File: src/rtl/sprite_update_arbiter.sv
// Round-robin arbiter that shares one sprite renderer among several game-logic requesters.
// Each granted update is held in a shadow register and committed only on vblank, so no frame tears.
module sprite_update_arbiter #(
    parameter int N_REQ  = 4,
    parameter int POS_W  = 5,
    parameter int ICON_W = 1,
    parameter int CNT_W  = 16
) (
    input  logic                      clock,
    input  logic                      reset,
    input  logic                      vblank,
    input  logic [N_REQ-1:0]          req,
    input  logic [N_REQ*POS_W-1:0]    req_x,
    input  logic [N_REQ*POS_W-1:0]    req_y,
    input  logic [N_REQ*ICON_W-1:0]   req_icon,
    output logic [N_REQ-1:0]          grant,
    output logic [POS_W-1:0]          pos_x,
    output logic [POS_W-1:0]          pos_y,
    output logic [ICON_W-1:0]         icon,
    output logic [2:0]                owner,
    output logic                      pending,
    output logic                      commit,
    output logic [CNT_W-1:0]          frame_count
);

    typedef enum logic {IDLE, WAIT_VB} state_t;

    state_t state, state_nx;

    logic [2:0]        last_grant;
    logic [2:0]        sel;
    logic              sel_vld;
    logic              take;
    logic              do_commit;
    logic [N_REQ-1:0]  grant_nx;
    logic [POS_W-1:0]  cand_x, cand_y;
    logic [ICON_W-1:0] cand_icon;

    logic [POS_W-1:0]  sh_x, sh_y;
    logic [ICON_W-1:0] sh_icon;
    logic [2:0]        sh_owner;

    // Scan from the requester after the last winner, wrapping modulo N_REQ.
    always_comb begin : scan
        logic [3:0] idx;
        sel     = last_grant;
        sel_vld = 1'b0;
        idx     = '0;
        for (int k = 1; k <= N_REQ; k++) begin
            idx = {1'b0, last_grant} + 4'(k);
            if (idx >= 4'(N_REQ)) idx = idx - 4'(N_REQ);
            for (int i = 0; i < N_REQ; i++) begin
                if (!sel_vld && idx == 4'(i) && req[i]) begin
                    sel_vld = 1'b1;
                    sel     = 3'(i);
                end
            end
        end
    end

    always_comb begin
        cand_x    = '0;
        cand_y    = '0;
        cand_icon = '0;
        grant_nx  = '0;
        for (int i = 0; i < N_REQ; i++) begin
            if (sel == 3'(i)) begin
                cand_x    = req_x[i*POS_W +: POS_W];
                cand_y    = req_y[i*POS_W +: POS_W];
                cand_icon = req_icon[i*ICON_W +: ICON_W];
                grant_nx[i] = take;
            end
        end
    end

    always_ff @(posedge clock or posedge reset) begin
        if (reset) state <= IDLE;
        else       state <= state_nx;
    end

    // A vblank seen while still IDLE never commits the grant taken on the same edge.
    always_comb begin
        state_nx  = state;
        take      = 1'b0;
        do_commit = 1'b0;
        unique case (state)
            IDLE: begin
                if (sel_vld) begin
                    take     = 1'b1;
                    state_nx = WAIT_VB;
                end
            end
            WAIT_VB: begin
                if (vblank) begin
                    do_commit = 1'b1;
                    state_nx  = IDLE;
                end
            end
        endcase
    end

    assign pending = (state == WAIT_VB);

    always_ff @(posedge clock or posedge reset) begin
        if (reset) begin
            grant       <= '0;
            commit      <= 1'b0;
            last_grant  <= 3'(N_REQ - 1);
            sh_x        <= '0;
            sh_y        <= '0;
            sh_icon     <= '0;
            sh_owner    <= '0;
            pos_x       <= '0;
            pos_y       <= '0;
            icon        <= '0;
            owner       <= '0;
            frame_count <= '0;
        end else begin
            grant  <= grant_nx;
            commit <= do_commit;
            if (take) begin
                last_grant <= sel;
                sh_x       <= cand_x;
                sh_y       <= cand_y;
                sh_icon    <= cand_icon;
                sh_owner   <= sel;
            end
            if (do_commit) begin
                pos_x <= sh_x;
                pos_y <= sh_y;
                icon  <= sh_icon;
                owner <= sh_owner;
            end
            if (vblank) frame_count <= frame_count + CNT_W'(1);
        end
    end

endmodule

File: config.mk
export PLATFORM = sky130hd
export DESIGN_NAME = sprite_update_arbiter
export DESIGN_NICKNAME = d
export VERILOG_FILES = /design/src/rtl/sprite_update_arbiter.sv
export SDC_FILE = /design/constraint.sdc
export NUM_CORES = 1
export LEC_CHECK = 0
export ABC_AREA = 1
export ABC_CLOCK_PERIOD_IN_PS = 8200
export CORE_MARGIN = 4
export CORE_UTILIZATION = 40
export CTS_CLUSTER_SIZE = 24
export DETAILED_ROUTE_END_ITERATION = 6
export GPL_TIMING_DRIVEN = 0
export PLACE_DENSITY = 0.69
export SLEW_MARGIN = 25
export SYNTH_ARGS = -nofsm -noshare
export SYNTH_HDL_FRONTEND = slang
export SYNTH_SLANG_ARGS = --single-unit
File: constraint.sdc
create_clock -name clock -period 8.2 [get_ports clock]
set_clock_uncertainty 0.15 [all_clocks]
set_input_delay 1.23 -clock clock [delete_from_list [all_inputs] [get_ports clock]]
set_output_delay 1.23 -clock clock [all_outputs]
set_load 0.05 [all_outputs]
==> Word-level counts from Yosys, hierarchy flattened <==
Cells that the tools add are included.
{ "word_totals": {"reg_bits": 53, "latch_bits": 0, "mem_bits_rw": 0, "romBits": 0, "output_inout_bits": 36, "word_cells": 151, "memories": 0} }
{ "op_classes": {"n_addsub": 9, "n_mul": 0, "div_mod_pow": 0, "order_cmp": 4, "n_eq_ne": 15, "shifts": 0, "mux": 58, "n_bitwise": 1, "n_reduce_logical": 51} }
{ "ops": {"columns": ["op", "n"], "rows": [
  ["3-bit 2-to-1 mux", 16],
  ["5-bit 2-to-1 mux", 8],
  ["4-bit by 2-bit equality test with 1-bit output (second input constant)", 8],
  ["1-bit logical AND", 31],
  ["1-bit 2-to-1 mux", 29],
  ["16-bit by 1-bit adder with 16-bit output (second input constant)", 1],
  ["4-bit by 1-bit equality test with 1-bit output (second input constant)", 4],
  ["4-bit by 3-bit >= comparator with 1-bit output (second input constant)", 4],
  ["4-bit logical NOT", 4],
  ["4-bit 2-to-1 mux", 4],
  ["4-bit by 3-bit subtractor with 4-bit output (second input constant)", 4],
  ["1-bit logical NOT", 15],
  ["3-bit by 2-bit adder with 4-bit output (second input constant)", 2],
  ["3-bit by 2-bit equality test with 1-bit output (second input constant)", 2],
  ["3-bit by 1-bit adder with 4-bit output (second input constant)", 1],
  ["3-bit by 3-bit adder with 4-bit output (second input constant)", 1],
  ["3-bit by 1-bit equality test with 1-bit output (second input constant)", 1],
  ["3-bit logical NOT", 1],
  ["1-bit one-hot mux with 2 select lines", 1],
  ["1-bit NOT", 1]
]} }

==> Logic depth before layout (Yosys ltp) <==
{ "depth": {"word_depth": 71, "ltp_mapped": 27, "ltp_nobuf": 25} }

==> Worst setup path after synthesis <==
Ideal clock, no wire load.
{ "synth_timing": {"path_kind": "register to register", "start": "register last_grant[0]", "end": "register sh_icon", "setup_time_ps": 116, "arrival_ps": 2668, "required_time_ps": 7934, "slack_ps": 5266, "stages_incl_launch_ff": 26, "period_less_slack_ps": 2934, "cell_sequence": "dfstp_2 -> buf_4 -> nand2_1 -> inv_1 -> ha_1 -> inv_1 -> ha_1 -> inv_1 -> nand2_1 -> a21oi_1 -> nand2_2 -> nand4_4 -> nor2_4 -> nand4_2 -> nor2_4 -> nand2_1 -> nand2_2 -> nand2_4 -> inv_4 -> nand2_4 -> buf_6 -> nor2_2 -> nor2_1 -> nand2_1 -> nand2_1 -> nand2_1"} }
{ "synth_between": {"elab_chain_len": 71, "elab_cells_between_ends": 120, "cone_classes": "8 x add/sub; 4 x order compare; 15 x eq/ne; 42 x mux; 51 x reduce/logical"} }
{ "synth_rtl": {"columns": ["item", "line", "text"], "rows": [
  ["start: declaration", "30", "logic [2:0] last_grant;"],
  ["start signal: assignment", "108", "last_grant <= 3'(N_REQ - 1);"],
  ["start signal: assignment", "122", "last_grant <= sel;"],
  ["3-bit by 1-bit adder with 4-bit output", "50", "idx = {1'b0, last_grant} + 4'(k);"],
  ["4-bit by 3-bit subtractor with 4-bit output / 4-bit by 3-bit >= comparator with 1-bit output (equally long branches)", "51", "if (idx >= 4'(N_REQ)) idx = idx - 4'(N_REQ);"],
  ["4-bit 2-to-1 mux", "51", null],
  ["4-bit logical NOT", "53", "if (!sel_vld && idx == 4'(i) && req[i]) begin"],
  ["1-bit logical AND", "53", null],
  ["1-bit 2-to-1 mux", "53", null],
  ["1-bit logical NOT", "53", null],
  ["1-bit logical AND (2 in series)", "53", null],
  ["[49 not listed]", null, null],
  ["1-bit logical NOT", "53", null],
  ["1-bit logical AND (2 in series)", "53", null],
  ["1-bit 2-to-1 mux", "53", null],
  ["1-bit logical NOT", "53", null],
  ["1-bit logical AND (2 in series)", "53", null],
  ["3-bit 2-to-1 mux", "53", null],
  ["3-bit logical NOT", "67", "if (sel == 3'(i)) begin"],
  ["1-bit 2-to-1 mux (4 in series)", "67", null],
  ["end signal: assignment", "125", "sh_icon <= cand_icon;"],
  ["end: declaration", "40", "logic [ICON_W-1:0] sh_icon;"]
]} }
Parallel ways exist; a longest one is shown, timed or not.
A chain may end at the register's enable or synchronous reset.

==> Worst setup path in the final report <==
{ "layout_timing": {"start": "input port req[0]", "end": "register sh_x[2]"} }
{ "layout_between": {"elab_chain_len": 67, "elab_cells_between_ends": 88, "cone_classes": "3 x eq/ne; 38 x mux; 47 x reduce/logical"} }
{ "layout_rtl": {"columns": ["item", "line", "text"], "rows": [
  ["start: declaration", "12", "input logic [N_REQ-1:0] req,"],
  ["1-bit logical AND", "53", null],
  ["1-bit 2-to-1 mux", "53", null],
  ["1-bit logical NOT", "53", null],
  ["1-bit logical AND (2 in series)", "53", null],
  ["1-bit 2-to-1 mux", "53", null],
  ["1-bit logical NOT", "53", null],
  ["1-bit logical AND (2 in series)", "53", null],
  ["1-bit 2-to-1 mux", "53", null],
  ["[44 not listed]", null, null],
  ["1-bit logical NOT", "53", null],
  ["1-bit logical AND (2 in series)", "53", null],
  ["1-bit 2-to-1 mux", "53", null],
  ["1-bit logical NOT", "53", null],
  ["1-bit logical AND (2 in series)", "53", null],
  ["3-bit 2-to-1 mux", "53", null],
  ["3-bit logical NOT", "67", null],
  ["5-bit 2-to-1 mux (4 in series)", "67", null],
  ["end signal: assignment", "123", "sh_x <= cand_x;"],
  ["end: declaration", "39", "logic [POS_W-1:0] sh_x, sh_y;"]
]} }
Parallel ways exist; a longest one is shown, timed or not.

==> metrics <==
post-cts repair resize count=0; wire length on met2=3340 um; top sig layer=met4; final net count=551; Worst Slack Setup Final=4.83 ns; post-synth top area share=0.412; Final Instance Area=4120 um2; Worst-Margin Slew=0.612 ns; antenna-violating nets left=0; WS Path Type=in -> reg; Area Growth Syn to Fin=35.5%; Pleak=2.18 nW; Reg2Reg Setup Slack=4.89 ns; Detailed Routing Iterations Pass 1=5; fin util=0.562; Synth Area per Inst=7.58 um2; IO Pins=87; CP Max Fanout=10; run status=finished, final reports clean; Post-CTS Setup Bufs=0; grt total ovfl=0; vias=2730; IO buf count=86; Die Area=9060 um2; CTS HTree Levels=2; number of synthesis warnings=0; CTS tree=yes; Skew-Pair Late Insertion Delay=0.30 ns; routed length on met3=386 um; Cells after DPL=586; FP Rows=31; Initial Util=0.415; dpl hpwl=5700 um; crit share post-route=0.412; DP Worst Slack=4.51 ns; Worst Setup SP=req[0]; cell mode on critical path=nand2_1; root buffer cell=clkbuf_8; critical path startpoint category=input pin; launch point of the worst reg-to-reg path=last_grant[0]; Post-Route WL=7090 um; CP Buf/Inv Count=3; Final Non-Filler Cells=594; CTS Buf Count=5; ant diodes=0; RSZ-0062 raised after global routing=no; Final setup viols=0; ranking of synthesized cells by area=dfrtp_1 (41%), nand2_1 (18%), nand3_1 (6.3%); CTS clk-pin slew, worst paths=0.09 ns; FILL cells=693; drc violations=0; worst-path cell chain=clkdlybuf4s50_1, nand3_1, a21oi_1, nand2_2, nand4_4, nor3_2, nand4_1, nand2_1, o21ai_2, inv_2, nand2_1, buf_4, nand3_1, nand2_1, nand2_1, nand2_1; sequential area share after synthesis=0.429; most area-hungry cell type in the Yosys netlist=dfrtp_1; initial antenna violation count=0; power density cells=152 nW/um2; Die W=95.2 um; RR Endpoint=sh_x[2]; M1 WL=3260 um; max-slew violations=0; Initial DRC Count=121; clock sink count=52; synthesis-stage register bit count=52; CP arrival=3.47 ns; Critical Path RT=8.29 ns; Worst setup EP type=register; synth unique cells=32; Critical Path Max Stage Delay=0.58 ns; Final Hold Fails=0; Worst VDD drop=0.0000702 V; GRT Total Usage=0.169; Slew headroom=0.592; delay-heaviest family, CP=simple AND/OR/NAND/NOR gates; Max-Cap Viols=0; Worst path depth=16; first-pass GRT wire length=12200 um; Max Clock Freq=0.296 GHz; Setup TNS=0 ns; Slowest-stage cell, CP=clkdlybuf4s50_1; Die Span Y=95.2 um; vias in the first global route=2784; clk buf depth=2; CORE AREA=7330 um2; Worst R2R Path Depth=22; Vias/cell=4.60; Critical Path End=sh_x[2]; clock period minus worst slack=3.37 ns; Post-CTS Hold Fix Bufs=0; share of post-route cells with drive strength above 1=0.115; largest net degree at the start of global routing=53; HP Class=reg -> reg; GPL Wtd Cong=0.844; Post-Syn Instances=401; synthesized area=3040 um2; routed length per placed instance=11.9 um; Placed Area=4030 um2; Syn Nets=458
cells in the final DEF (no fill, tap or decap), drive strengths merged, types with 2 or more instances in the layout:
cell             n
clkbuf           8
nor2            40
nor3             6
o21ai           12
xor2             9
clkinv           2
nand4           10
clkdlybuf4s50   86
dfrtp           50
ha               6
buf              9
xnor2            4
nand2          150
a21oi            4
nand3           42
inv             53
dfstp            2
state kept, by name (all words and copies together) (netlist names):
name and cells:
commit 1, frame_count 16, grant 4, icon 1
last_grant 3, owner 3, pending 1, pos_x 5
pos_y 5, sh_icon 1, sh_owner 2, sh_x 5
sh_y 5
worst min-delay path by stage:
stage / depth (start not counted) / endpoint / startpoint
floorplan: 2 / icon / sh_icon
global placement: 2 / pos_y[0] / sh_y[0]
detailed placement: 2 / pos_y[2] / sh_y[2]
CTS: 1 / frame_count[15] / frame_count[15]
global route: 1 / frame_count[15] / frame_count[15]
finish: 1 / frame_count[15] / frame_count[15]
Yosys cell counts, drive strengths merged:
| library cell | count |
|---|---|
| a21o | 1 |
| a21oi | 4 |
| and3b | 1 |
| buf | 9 |
| clkbuf | 2 |
| dfrtp | 50 |
| dfstp | 2 |
| ha | 6 |
| inv | 53 |
| nand2 | 150 |
| nand3 | 42 |
| nand4 | 10 |
| nor2 | 40 |
| nor3 | 6 |
| o21ai | 12 |
| xnor2 | 4 |
| xor2 | 9 |
final cells by class:
class	count	area, um2	area share
repair buffers	86	861	0.209
flip-flops and latches	52	1300	0.316
plain buffers	11	85.1	0.0206
well taps	99	124	0.0301
inverters	53	204	0.0495
clock inverters	2	10.0	0.00243
multi-input cells	285	1450	0.352
clock buffers	6	82.6	0.0200
metal layers:
metal	GRT usage	vias up
li1	-	1428
met1	0.220	1225
met2	0.285	69
met3	0.0300	8
met4	0.0517	0
met5	0	-
power breakdown:
group | internal [mW] | switching, mW | leakage [nW]
Clock | 0.0675 | 0.0801 | 0.0510
Combinational | 0.0707 | 0.110 | 1.45
Sequential | 0.277 | 0.0211 | 0.678
through the flow:
stage | hold WS (ns) | power (mW)
6_report | 0.322 | 0.627
5_1_grt | 0.349 | 0.659
4_1_cts | 0.328 | 0.634
3_5_place_dp | 0.309 | 0.486
3_3_place_gp | 0.307 | 0.483
2_1_floorplan | 0.292 | 0.409
cell families (layout without fill, tap and decap cells):
family,Yosys count,after routing,synth area share
and+or+nand+nor,249,249,0.384
buffers and inverters,64,158,0.0942
DFF,52,52,0.429
AOI/OAI and AO/OA,17,17,0.0313
xor gates and xnor gates,13,13,0.0374
adders and majority gates,6,6,0.0247
No activity file was read; power rests on OpenSTA's default activity.
